==> config.mk <==
export PLATFORM = sky130hd
export DESIGN_NAME = exec_unit
export DESIGN_NICKNAME = d
export VERILOG_FILES = /design/src/rtl/exec_unit.sv
export SDC_FILE = /design/constraint.sdc
export NUM_CORES = 1
export LEC_CHECK = 0
export ABC_AREA = 0
export BUFFER_PORTS_ARGS = -buffer_cell sky130_fd_sc_hd__buf_2
export CORE_MARGIN = 10
export CORE_UTILIZATION = 50
export CTS_BUF_LIST = sky130_fd_sc_hd__clkbuf_8
export DETAILED_ROUTE_END_ITERATION = 10
export GPL_TIMING_DRIVEN = 0
export PLACE_DENSITY = 0.76
export SLEW_MARGIN = 20
export SYNTH_ARGS = -nofsm -noshare
export SYNTH_HDL_FRONTEND = slang
export SYNTH_SLANG_ARGS = --single-unit
export TNS_END_PERCENT = 100
==> constraint.sdc <==
create_clock -name clk -period 9.65 [get_ports clk]
set_input_delay 1.4475 -clock clk [delete_from_list [all_inputs] [get_ports clk]]
set_output_delay 1.4475 -clock clk [all_outputs]
set_load 0.05 [all_outputs]
==> src/rtl/exec_unit.sv <==
// Execute stage of one TIS-100 node: decodes the ROM opcode, owns ACC/BAK and
// runs the per-direction port handshakes; step tells the ROM the instruction retired.
module exec_unit #(
   parameter logic signed [10:0] ACC_MAX = 11'sd999
) (
   input  logic               clk,
   input  logic               reset,
   input  logic               en,
   input  logic [20:0]        opcode,
   output logic [3:0]         instr,
   output logic signed [10:0] acc,
   output logic signed [10:0] jmp_off,
   output logic               step,
   input  logic [43:0]        in_data,
   input  logic [3:0]         in_valid,
   output logic [3:0]         in_ready,
   output logic signed [10:0] out_data,
   output logic [3:0]         out_valid,
   input  logic [3:0]         out_ready,
   output logic               state_dbg
);

   // Handshake: a word moves on a clock edge where valid and ready are both high
   // for the same direction; out_data/out_valid hold stable until that edge.
   localparam logic [3:0] OP_NOP = 4'd0,  OP_MOV = 4'd1,  OP_SWP = 4'd2,  OP_SAV = 4'd3;
   localparam logic [3:0] OP_ADD = 4'd4,  OP_SUB = 4'd5,  OP_NEG = 4'd6,  OP_JMP = 4'd7;
   localparam logic [3:0] OP_JEZ = 4'd8,  OP_JNZ = 4'd9,  OP_JGZ = 4'd10, OP_JLZ = 4'd11;
   localparam logic [3:0] OP_JRO = 4'd12;

   localparam logic signed [11:0] MAX12 = {ACC_MAX[10], ACC_MAX};
   localparam logic signed [11:0] MIN12 = -MAX12;

   typedef enum logic {S_EXEC = 1'b0, S_WRITE = 1'b1} state_t;

   state_t             state_q, state_d;
   logic signed [10:0] acc_q, acc_d;
   logic signed [10:0] bak_q, bak_d;
   logic signed [10:0] out_q, out_d;
   logic [1:0]         wr_dir_q, wr_dir_d;

   logic [2:0]         src_sel, dst_sel;
   logic signed [10:0] imm;
   logic [1:0]         src_port, dst_port;
   logic               uses_src, need_port, transfer, src_avail;
   logic               dst_is_port, exec_fire, write_done;
   logic signed [10:0] src_val, port_word;
   logic signed [11:0] sum_w, diff_w;

   function automatic logic signed [10:0] sat(input logic signed [11:0] v);
      if (v > MAX12)      return MAX12[10:0];
      else if (v < MIN12) return MIN12[10:0];
      else                return v[10:0];
   endfunction

   assign instr    = opcode[20:17];
   assign src_sel  = opcode[16:14];
   assign dst_sel  = opcode[13:11];
   assign imm      = opcode[10:0];
   assign src_port = 2'(src_sel - 3'd3);
   assign dst_port = 2'(dst_sel - 3'd2);

   assign uses_src    = (instr == OP_MOV) || (instr == OP_ADD) || (instr == OP_SUB) || (instr == OP_JRO);
   assign need_port   = uses_src && (src_sel >= 3'd3) && (src_sel <= 3'd6);
   assign dst_is_port = (dst_sel >= 3'd2) && (dst_sel <= 3'd5);
   assign port_word   = in_data[11*src_port +: 11];

   always_comb begin
      src_val = '0;
      case (src_sel)
         3'd0:                   src_val = sat({imm[10], imm});
         3'd1:                   src_val = acc_q;
         3'd3, 3'd4, 3'd5, 3'd6: src_val = sat({port_word[10], port_word});
         default:                src_val = '0;
      endcase
   end

   assign in_ready   = (state_q == S_EXEC && en && !reset && need_port) ? (4'b0001 << src_port) : 4'b0000;
   assign transfer   = |(in_ready & in_valid);
   assign src_avail  = !need_port || transfer;
   assign exec_fire  = (state_q == S_EXEC) && en && !reset && src_avail;
   assign write_done = (state_q == S_WRITE) && en && !reset && out_ready[wr_dir_q];

   assign sum_w  = {acc_q[10], acc_q} + {src_val[10], src_val};
   assign diff_w = {acc_q[10], acc_q} - {src_val[10], src_val};

   always_comb begin
      state_d  = state_q;
      acc_d    = acc_q;
      bak_d    = bak_q;
      out_d    = out_q;
      wr_dir_d = wr_dir_q;
      step     = 1'b0;
      if (exec_fire) begin
         step = 1'b1;
         case (instr)
            OP_MOV: begin
               if (dst_is_port) begin
                  // Port write retires later, once the neighbour accepts the word.
                  step     = 1'b0;
                  out_d    = src_val;
                  wr_dir_d = dst_port;
                  state_d  = S_WRITE;
               end else if (dst_sel == 3'd0) begin
                  acc_d = src_val;
               end
            end
            OP_ADD:  acc_d = sat(sum_w);
            OP_SUB:  acc_d = sat(diff_w);
            OP_NEG:  acc_d = -acc_q;
            OP_SWP: begin
               acc_d = bak_q;
               bak_d = acc_q;
            end
            OP_SAV:  bak_d = acc_q;
            default: ;
         endcase
      end else if (write_done) begin
         step    = 1'b1;
         state_d = S_EXEC;
      end
   end

   always_comb begin
      jmp_off = '0;
      case (instr)
         OP_JMP, OP_JEZ, OP_JNZ, OP_JGZ, OP_JLZ: jmp_off = imm;
         OP_JRO:                                 jmp_off = src_val;
         default:                                jmp_off = '0;
      endcase
   end

   always_ff @(posedge clk) begin
      if (reset) begin
         state_q  <= S_EXEC;
         acc_q    <= '0;
         bak_q    <= '0;
         out_q    <= '0;
         wr_dir_q <= '0;
      end else begin
         state_q  <= state_d;
         acc_q    <= acc_d;
         bak_q    <= bak_d;
         out_q    <= out_d;
         wr_dir_q <= wr_dir_d;
      end
   end

   assign acc       = acc_q;
   assign out_data  = out_q;
   assign out_valid = (state_q == S_WRITE) ? (4'b0001 << wr_dir_q) : 4'b0000;
   assign state_dbg = state_q;

endmodule

==> flow_summary.yaml, run 1 <==
sta:
  setup_violations: 0
  max_clock_freq_mhz: 133
  rsz0062_at_grt: "false"
  hold_viol: 0
  fin_ws_ps: 2120
  fin_skew_ps: 11.3
  period_needed_ps: 7530
  timing.final.crit_share_pct: 78.1
  relSlewSlack_pct: 19.8
  drv_slew: 0
  fin_setup_tns_ps: 0
  tightest_slew_ps: 1200
setup_path:
  crit_path_frequent_cell: "ha_1"
  cp_slowest_stage_delay_ps: 940
  critPathKind: "input pin to flip-flop"
  crit_family: "compound AO/OA/AOI/OAI gates"
  cp_data_arrival_time_ps: 7660
  crit_slowest_cell: "a222oi_1"
  path_buf_inv: 6
  critPathLaunchType: "input pin"
  required_ps: 9770
  crit_chain: "buf_2 -> buf_6 -> inv_1 -> ha_1 -> buf_2 -> mux4_2 -> o311ai_0 -> a41o_1 -> ha_1 -> clkbuf_1 -> o21ai_0 -> a222oi_1 -> ha_1 -> buf_6 -> o21a_1 -> o21ai_1 -> o21bai_1 -> xnor2_1 -> nand3_1 -> o31ai_1 -> o311ai_0 -> a311oi_1 -> a311oi_1"
  cp-end-kind: "flip-flop"
  critPathMaxFanout: 10
yosys:
  synthFlopType: "dfxtp_1"
  ys_seq_area_share_pct: 15.5
  syn_nets: 716
  synth_cells: 606
  ys_warn_count: 0
  syn_avg_cell_area_sq_um: 7.68
  async_reset_ff_share_pct: 0
  synth-edff-count: 0
  synth_cell_types: 93
  ys_seq_elements: 36
  synth_area_sq_um: 4660
place:
  gp_congestion: 0.997
  dpl-instance-area_sq_um: 5420
  post-place-ws_ps: 1900
  dp_cells: 840
  dpl.hpwl_microns: 14000
  portBuffers: 118
detailed_routing:
  drtPass1Iterations: 6
  via_per_inst: 6.17
  wl_microns: 16900
  wl_per_cell_microns: 20.0
  postRouteAntennaNets: 0
  drcViolationCount: 0
  drt_iter0_drc: 435
  vias: 5234
cells_and_area:
  diodes: 0
  finalNetCount: 846
  drive_above_1_share_pct: 27.0
  fillers: 876
  multiInputGateArea_sq_um: 3530
  final_core_util_pct: 60.3
  fin_cells: 848
  layout_common_cells: "129 x buf_2, 80 x nor2_1, 53 x nand2_1, 47 x inv_1, 38 x a21oi_1"
  layout_commonest_cell: "buf_2"
  stdcell_area_sq_um: 5520
  area_delta_synth_final_pct: 18.6
  seq_area_sq_um: 721
floorplanning:
  core_sq_um: 9150
  start_util_pct: 50.9
  io_pins: 123
  die_h_microns: 116
  die_w_microns: 116
  dieArea_sq_um: 13600
  placementRows: 35
clock_tree:
  clkTransAtPathRegs_ps: 80
  insertion_delay_ps: 290
  post_cts_buffers: 0
  ctsHoldBuffers: 0
  cts.sinks: 36
  clockBufferDepth: 2
  cts_resized: 0
  cts_max_level: 2
  cts_made_buffers: 5
  cts-root-buf: "clkbuf_8"
  cts_tree: "built"
pwr:
  ir_drop_v: 0.0000641
  p_leak_nw: 2.55
  powerDensity_nw_per_um2: 120
global_routing:
  grt_pass1_vias: 5313
  grt_usage_pct: 24.6
  grt_max_degree: 12
  antenna_found_initial: 0
  grt_pass1_wl_microns: 26700
  gr-total-overflow: 0
job:
  drv_cap: 0
min_path:
  hp-class: "flip-flop to flip-flop"
run_status:
  status: "finished, final reports clean"
worst reg2reg max path: cells and delay by family, from the launching register on:
kind	cells	cell delay [ps]
flops	1	470
compound gates	8	2710
buf+inv	1	170
xor+xnor	1	360
fa+ha+maj	1	450
simple gates	1	120
power breakdown:
| group | internal, W | leakage [nW] | total [W] | switching [W] |
|---|---|---|---|---|
| clock network | 0.0000757 | 0.0593 | 0.000134 | 0.0000588 |
| registers | 0.000150 | 0.290 | 0.000156 | 0.00000537 |
| logic | 0.000139 | 2.20 | 0.000372 | 0.000234 |
registers in the layout, summed over array words and instances, names as in the netlist:
register / count
wr_dir_q: 2
state_dbg: 1
acc: 11
out_data: 11
bak_q: 11
path summary, 6_finish.rpt:
kind	from	end	slack (ps)	cells after the start
hold reg to reg	out_data[9]$_SDFFE_PP0P_	out_data[9]$_SDFFE_PP0P_	490	2
setup reg to reg	acc[5]$_SDFFE_PP0P_	acc[2]$_SDFFE_PP0P_	5190	12
hold / removal	out_data[9]$_SDFFE_PP0P_	out_data[9]$_SDFFE_PP0P_	490	2
setup / recovery	opcode[14]	acc[2]$_SDFFE_PP0P_	2120	23
cells in the mapped netlist (16+ instances only):
master	count	area share, %
nand2_1	53	4.3
nor2_1	80	6.4
inv_1	46	3.7
nor3_1	16	1.7
xnor2_1	18	3.4
dfxtp_1	36	15
o21ai_0	31	3.3
a21oi_1	38	4.1
ha_1	32	8.6
clkbuf_1	17	1.4
through the flow:
stage	total power, W	hold slack (ps)
finish	0.000662	494
global route	0.000699	532
CTS	0.000657	497
detailed placement	0.000524	476
global placement	0.000514	466
floorplan	0.000428	454
logic make-up (layout without fill, tap and decap cells):
group           count (synthesis)  after routing  synth area share (%)
compound gates                177            177                  29.3
fa+ha+maj                      34             34                  9.46
simple gates                  223            223                  23.5
xor+xnor                       26             26                  5.21
buf+inv                        87            218                  8.76
mux                            23             23                  8.36
flops                          36             36                  15.5
cell type report:
type | count | area share [%]
Multi-Input combinational cell | 483 | 63.9
Inverter | 49 | 3.33
Tap cell | 111 | 2.51
Clock inverter | 3 | 0.702
Buffer | 38 | 4.06
Sequential cell | 36 | 13.0
Clock buffer | 5 | 1.25
Timing Repair Buffer | 123 | 11.2
layer usage:
layer	vias to the layer above	share of wire (%)	GRT usage [%]	wire length (microns)
met2	266	47	42.3	7960
met4	0	3.4	9.84	578
met5	-	0	0	0
met1	2435	41	28.4	6890
li1	2480	-	-	-
met3	53	8.8	6.42	1490
Power figures use the tool's default switching activity.
==> inputs of run 2 (changes only) <==
PLACE_DENSITY = 0.79   (was 0.76)
clock period = 6.5 ns   (was 9.65 ns; I/O delays follow)
==> run 2 against run 1 <==
Compared with the run above:
- via count up 0.76%
- highest routed layer unchanged
- core utilization up 1.7 points
- largest cell class unchanged
- worst hold slack worse by 5.6 ps
- non-clock buffer count up 10
- combinational power up 57%
==> flow_summary.yaml, run 2 (synthesized netlist as in run 1, its figures left out) <==
run_status:
  status: "finished, final reports clean"
setup_path:
  critPathLaunchType: "input pin"
  rrSetupSlack_ps: 2440
  crit_path_frequent_cell: "inv_1"
  cp_data_arrival_time_ps: 6360
  r2r-start: "acc[4]$_SDFFE_PP0P_"
  required_ps: 6690
  crit_slowest_cell: "or3_1"
  cp-end-kind: "flip-flop"
  cp_slowest_stage_delay_ps: 420
  critPathMaxFanout: 10
  reg2reg_to: "acc[2]$_SDFFE_PP0P_"
  ff2ff_path_depth: 15
  critPathKind: "input pin to flip-flop"
cells_and_area:
  diodes: 0
  layout_commonest_cell: "buf_2"
  fin_cells: 858
  finalNetCount: 856
  area_delta_synth_final_pct: 21.9
  layout_common_cells: "128 x buf_2, 80 x nor2_1, 53 x nand2_1, 47 x inv_1, 38 x a21oi_1"
  drive_above_1_share_pct: 28.9
  final_core_util_pct: 62.0
place:
  portBuffers: 118
  gp_congestion: 0.989
  dpl.hpwl_microns: 13800
  dp_cells: 841
global_routing:
  grt_max_degree: 12
  antenna_found_initial: 0
  grt_usage_pct: 24.0
  grt_pass1_wl_microns: 26100
  gr-total-overflow: 0
  grt_pass1_vias: 5295
detailed_routing:
  postRouteAntennaNets: 0
  wl_per_cell_microns: 19.6
  drt_iter0_drc: 452
  drtPass1Iterations: 6
  via_per_inst: 6.15
  wl_microns: 16800
  drcViolationCount: 0
  vias: 5274
sta:
  max_clock_freq_mhz: 162
  timing.final.crit_share_pct: 94.9
  drv_slew: 0
  whs_ps: 489
  tightest_slew_ps: 801
  period_needed_ps: 6170
  fin_setup_tns_ps: 0
  setup_violations: 0
  fin_skew_ps: 9.32
  relSlewSlack_pct: 46.6
  hold_viol: 0
min_path:
  hold_depth: 2
  hp-start: "out_data[6]$_SDFFE_PP0P_"
  hp-class: "flip-flop to flip-flop"
  hold_end: "out_data[6]$_SDFFE_PP0P_"
pwr:
  ir_drop_v: 0.000112
  power_frac_seq_pct: 22.9
  p_leak_nw: 2.61
  pwr-share-clk_pct: 19.4
  internal-power_w: 0.000563
  switching_share_pct: 44.3
  powerDensity_nw_per_um2: 178
  switching_power_w: 0.000448
  comb_power_share_pct: 57.7
floorplanning:
  start_util_pct: 50.9
  die_w_microns: 116
  die_h_microns: 116
  placementRows: 35
  dieArea_sq_um: 13600
  io_pins: 123
  core_sq_um: 9150
clock_tree:
  clkTransAtPathRegs_ps: 80
  cts-root-buf: "clkbuf_8"
  cts_made_buffers: 5
  insertion_delay_ps: 290
  cts_max_level: 2
  cts_tree: "built"
  cts.sinks: 36
  clockBufferDepth: 2
job:
  drv_cap: 0
-- run 2: worst max path at each step --
stage | start | end | slack [ps]
after floorplan | opcode[14] | acc[8]$_SDFFE_PP0P_ | 380
after global placement | opcode[14] | acc[8]$_SDFFE_PP0P_ | -760
after detailed placement | opcode[14] | acc[8]$_SDFFE_PP0P_ | -740
after CTS | opcode[14] | acc[8]$_SDFFE_PP0P_ | 1
after global routing | opcode[14] | acc[8]$_SDFFE_PP0P_ | -10
final | opcode[14] | acc[8]$_SDFFE_PP0P_ | 330
-- run 2: power by group through the flow --
stage	clock network [W]	registers, W	logic, W
6_report	0.000196	0.000231	0.000584
4_1_cts	0.000198	0.000231	0.000547
3_5_place_dp	0	0.000236	0.000535
2_1_floorplan	0	0.000242	0.000392
3_3_place_gp	0	0.000236	0.000521
5_1_grt	0.000209	0.000231	0.000629
-- run 2: timing repair --
action,CTS,global route
buffers inserted,7,3
hold buffers,0,0
pin swaps,6,4
resized for setup,2,14
endpoints found under the setup margin,10,10
endpoints found under the hold margin,0,0
-- run 2: worst max-delay path, delay by kind of cell --
kind	cells	cell delay [ps]
AO/OA/AOI/OAI	9	2250
adder cells (fa/ha/maj)	4	1080
buffers and inverters	6	760
AND/OR/NAND/NOR	4	720
multiplexers	1	360
XOR/XNOR	1	200
-- run 2: through the flow --
step	setup slack (ps)	power [W]	area [sq um]
after floorplan	381	0.000635	4660
after global placement	-763	0.000757	5390
after detailed placement	-744	0.000770	5420
after CTS	1.12	0.000975	5590
after global routing	-12.8	0.00107	5670
final	329	0.00101	5670
-- run 2: routing by layer --
metal,wire length (microns),track usage (%),share of wire (%)
met3,1620,6.32,9.6
met4,552,8.17,3.3
met5,0,0,0
met2,7990,41.1,47
met1,6660,28.3,40
-- run 2: layout make-up --
class	instances	area, sq um
Buffer	37	235
Clock buffer	5	68.8
Clock inverter	3	38.8
Fill cell	831	3480
Inverter	49	184
Multi-Input combinational cell	483	3580
Sequential cell	36	721
Tap cell	111	139
Timing Repair Buffer	134	703
==> inputs of run 3 (changes only) <==
CORE_UTILIZATION = 35   (was 50)
PLACE_DENSITY = not set   (was 0.79)
==> run 3 against run 2 <==
Compared with the run above:
- sequential power about the same
- sequential share of layout area decreased by 0.38 points
- core utilization decreased by 17 points
- non-clock buffer count increased by 9
- die area increased by 35%
- setup slack improved by 8.7 ps
- fmax increased by 0.14%
- combinational power increased by 4.8%
- critical endpoint is now acc[2]$_SDFFE_PP0P_
- highest routed layer unchanged
==> flow_summary.yaml, run 3 (synthesized netlist as in run 1, its figures left out) <==
run_status:
  status: "finished, final reports clean"
sta:
  fin_skew_ps: 11.1
  fin_ws_ps: 338
  setup_violations: 0
  whs_ps: 492
  period_needed_ps: 6160
  fin_setup_tns_ps: 0
  max_clock_freq_mhz: 162
  relSlewSlack_pct: 50.2
  drv_slew: 0
  hold_viol: 0
  rsz0062_at_grt: "false"
  timing.final.crit_share_pct: 94.8
  tightest_slew_ps: 746
detailed_routing:
  wl_per_cell_microns: 19.4
  drcViolationCount: 0
  postRouteAntennaNets: 0
  wl_microns: 18100
  drt_iter0_drc: 376
  drtPass1Iterations: 6
  via_per_inst: 5.61
  vias: 5225
global_routing:
  gr-total-overflow: 0
  grt_max_degree: 13
  antenna_found_initial: 0
  grt_pass1_wl_microns: 29000
  grt_pass1_vias: 5398
  grt_usage_pct: 19.7
floorplanning:
  placementRows: 42
  dieArea_sq_um: 18300
  core_sq_um: 13100
  die_h_microns: 135
  die_w_microns: 135
  io_pins: 123
  start_util_pct: 35.4
clock_tree:
  cts_made_buffers: 5
  cts_max_level: 2
  cts.sinks: 36
  insertion_delay_ps: 300
  cts-root-buf: "clkbuf_8"
  cts_tree: "built"
  clkTransAtPathRegs_ps: 90
  clockBufferDepth: 2
place:
  portBuffers: 118
  gp_congestion: 0.926
  dpl.hpwl_microns: 15000
  post-place-ws_ps: -908
setup_path:
  required_ps: 6690
  cp-end-kind: "flip-flop"
  critPathMaxFanout: 10
  crit_slowest_cell: "a2111oi_4"
  cp_data_arrival_time_ps: 6350
  critPathKind: "input pin to flip-flop"
  cp_slowest_stage_delay_ps: 390
  crit_path_frequent_cell: "buf_4"
  critPathLaunchType: "input pin"
cells_and_area:
  fillers: 1347
  layout_commonest_cell: "buf_2"
  drive_above_1_share_pct: 30.8
  layout_common_cells: "127 x buf_2, 80 x nor2_1, 53 x nand2_1, 46 x inv_1, 38 x a21oi_1"
  area_delta_synth_final_pct: 25.6
  finalNetCount: 865
  diodes: 0
job:
  drv_cap: 0
pwr:
  ir_drop_v: 0.0000716
  powerDensity_nw_per_um2: 172
  p_leak_nw: 2.66
min_path:
  hp-class: "flip-flop to flip-flop"
[run 3: changes by cell type in the layout (fill, tap and decap cells not counted), moves of 2 or more]
cell | previous run | this run
o21ai_1 | 10 | 8
buf_4 | 15 | 25
xnor2_1 | 18 | 16
xnor2_2 | 1 | 3
o21ai_2 | 1 | 3
[run 3: worst max-delay path: cells and delay by family]
kind	cells	cell delay [ps]
simple gates	3	290
buf+inv	9	1270
compound gates	10	2400
fa+ha+maj	4	1070
mux	1	330
[run 3: area by class of cell]
class | instances | area (sq um) | share of cell area, %
Inverter | 49 | 184 | 3.15
Buffer | 37 | 230 | 3.94
Sequential cell | 36 | 721 | 12.3
Clock buffer | 5 | 68.8 | 1.18
Clock inverter | 3 | 18.8 | 0.321
Tap cell | 176 | 220 | 3.77
Multi-Input combinational cell | 483 | 3630 | 62.1
Timing Repair Buffer | 143 | 776 | 13.3
[run 3: metrics by stage]
stage	instance area, sq um	instances	power (W)	util [%]
floorplan	4660	606	0.000635	-
global placement	5470	900	0.000775	41.6
detailed placement	5510	906	0.000784	41.9
CTS	5730	931	0.000978	43.6
global route	5850	932	0.00108	44.5
finish	5850	932	0.00101	44.5
[run 3: layer usage]
layer | share of wire, % | vias to the layer above | global-route usage, %
met4 | 2.6 | 0 | 6.34
met3 | 8.8 | 35 | 6.01
met1 | 41 | 2437 | 23.3
met5 | 0 | - | 0
li1 | - | 2513 | -
met2 | 47 | 240 | 33.1
[run 3: final timing paths]
kind | start | endpoint | slack (ps) | cells past startpoint
max | opcode[14] | acc[2]$_SDFFE_PP0P_ | 340 | 27
min | out_data[4]$_SDFFE_PP0P_ | out_data[4]$_SDFFE_PP0P_ | 490 | 2
max reg2reg | acc[4]$_SDFFE_PP0P_ | acc[2]$_SDFFE_PP0P_ | 2530 | 15
min reg2reg | out_data[4]$_SDFFE_PP0P_ | out_data[4]$_SDFFE_PP0P_ | 490 | 2
[run 3: repair_timing]
action	CTS	global route
gates cloned	0	0
setup endpoints to repair	11	10
hold endpoints to repair	0	0
pin swaps	9	5
buffers inserted	17	2
hold buffers	0	0
gates resized for setup	3	18
[run 3: where the power goes]
| group | total [W] | switching (W) | internal [W] |
|---|---|---|---|
| Combinational | 0.000612 | 0.000369 | 0.000244 |
| Clock | 0.000164 | 0.0000891 | 0.0000748 |
| Sequential | 0.000232 | 0.00000833 | 0.000223 |
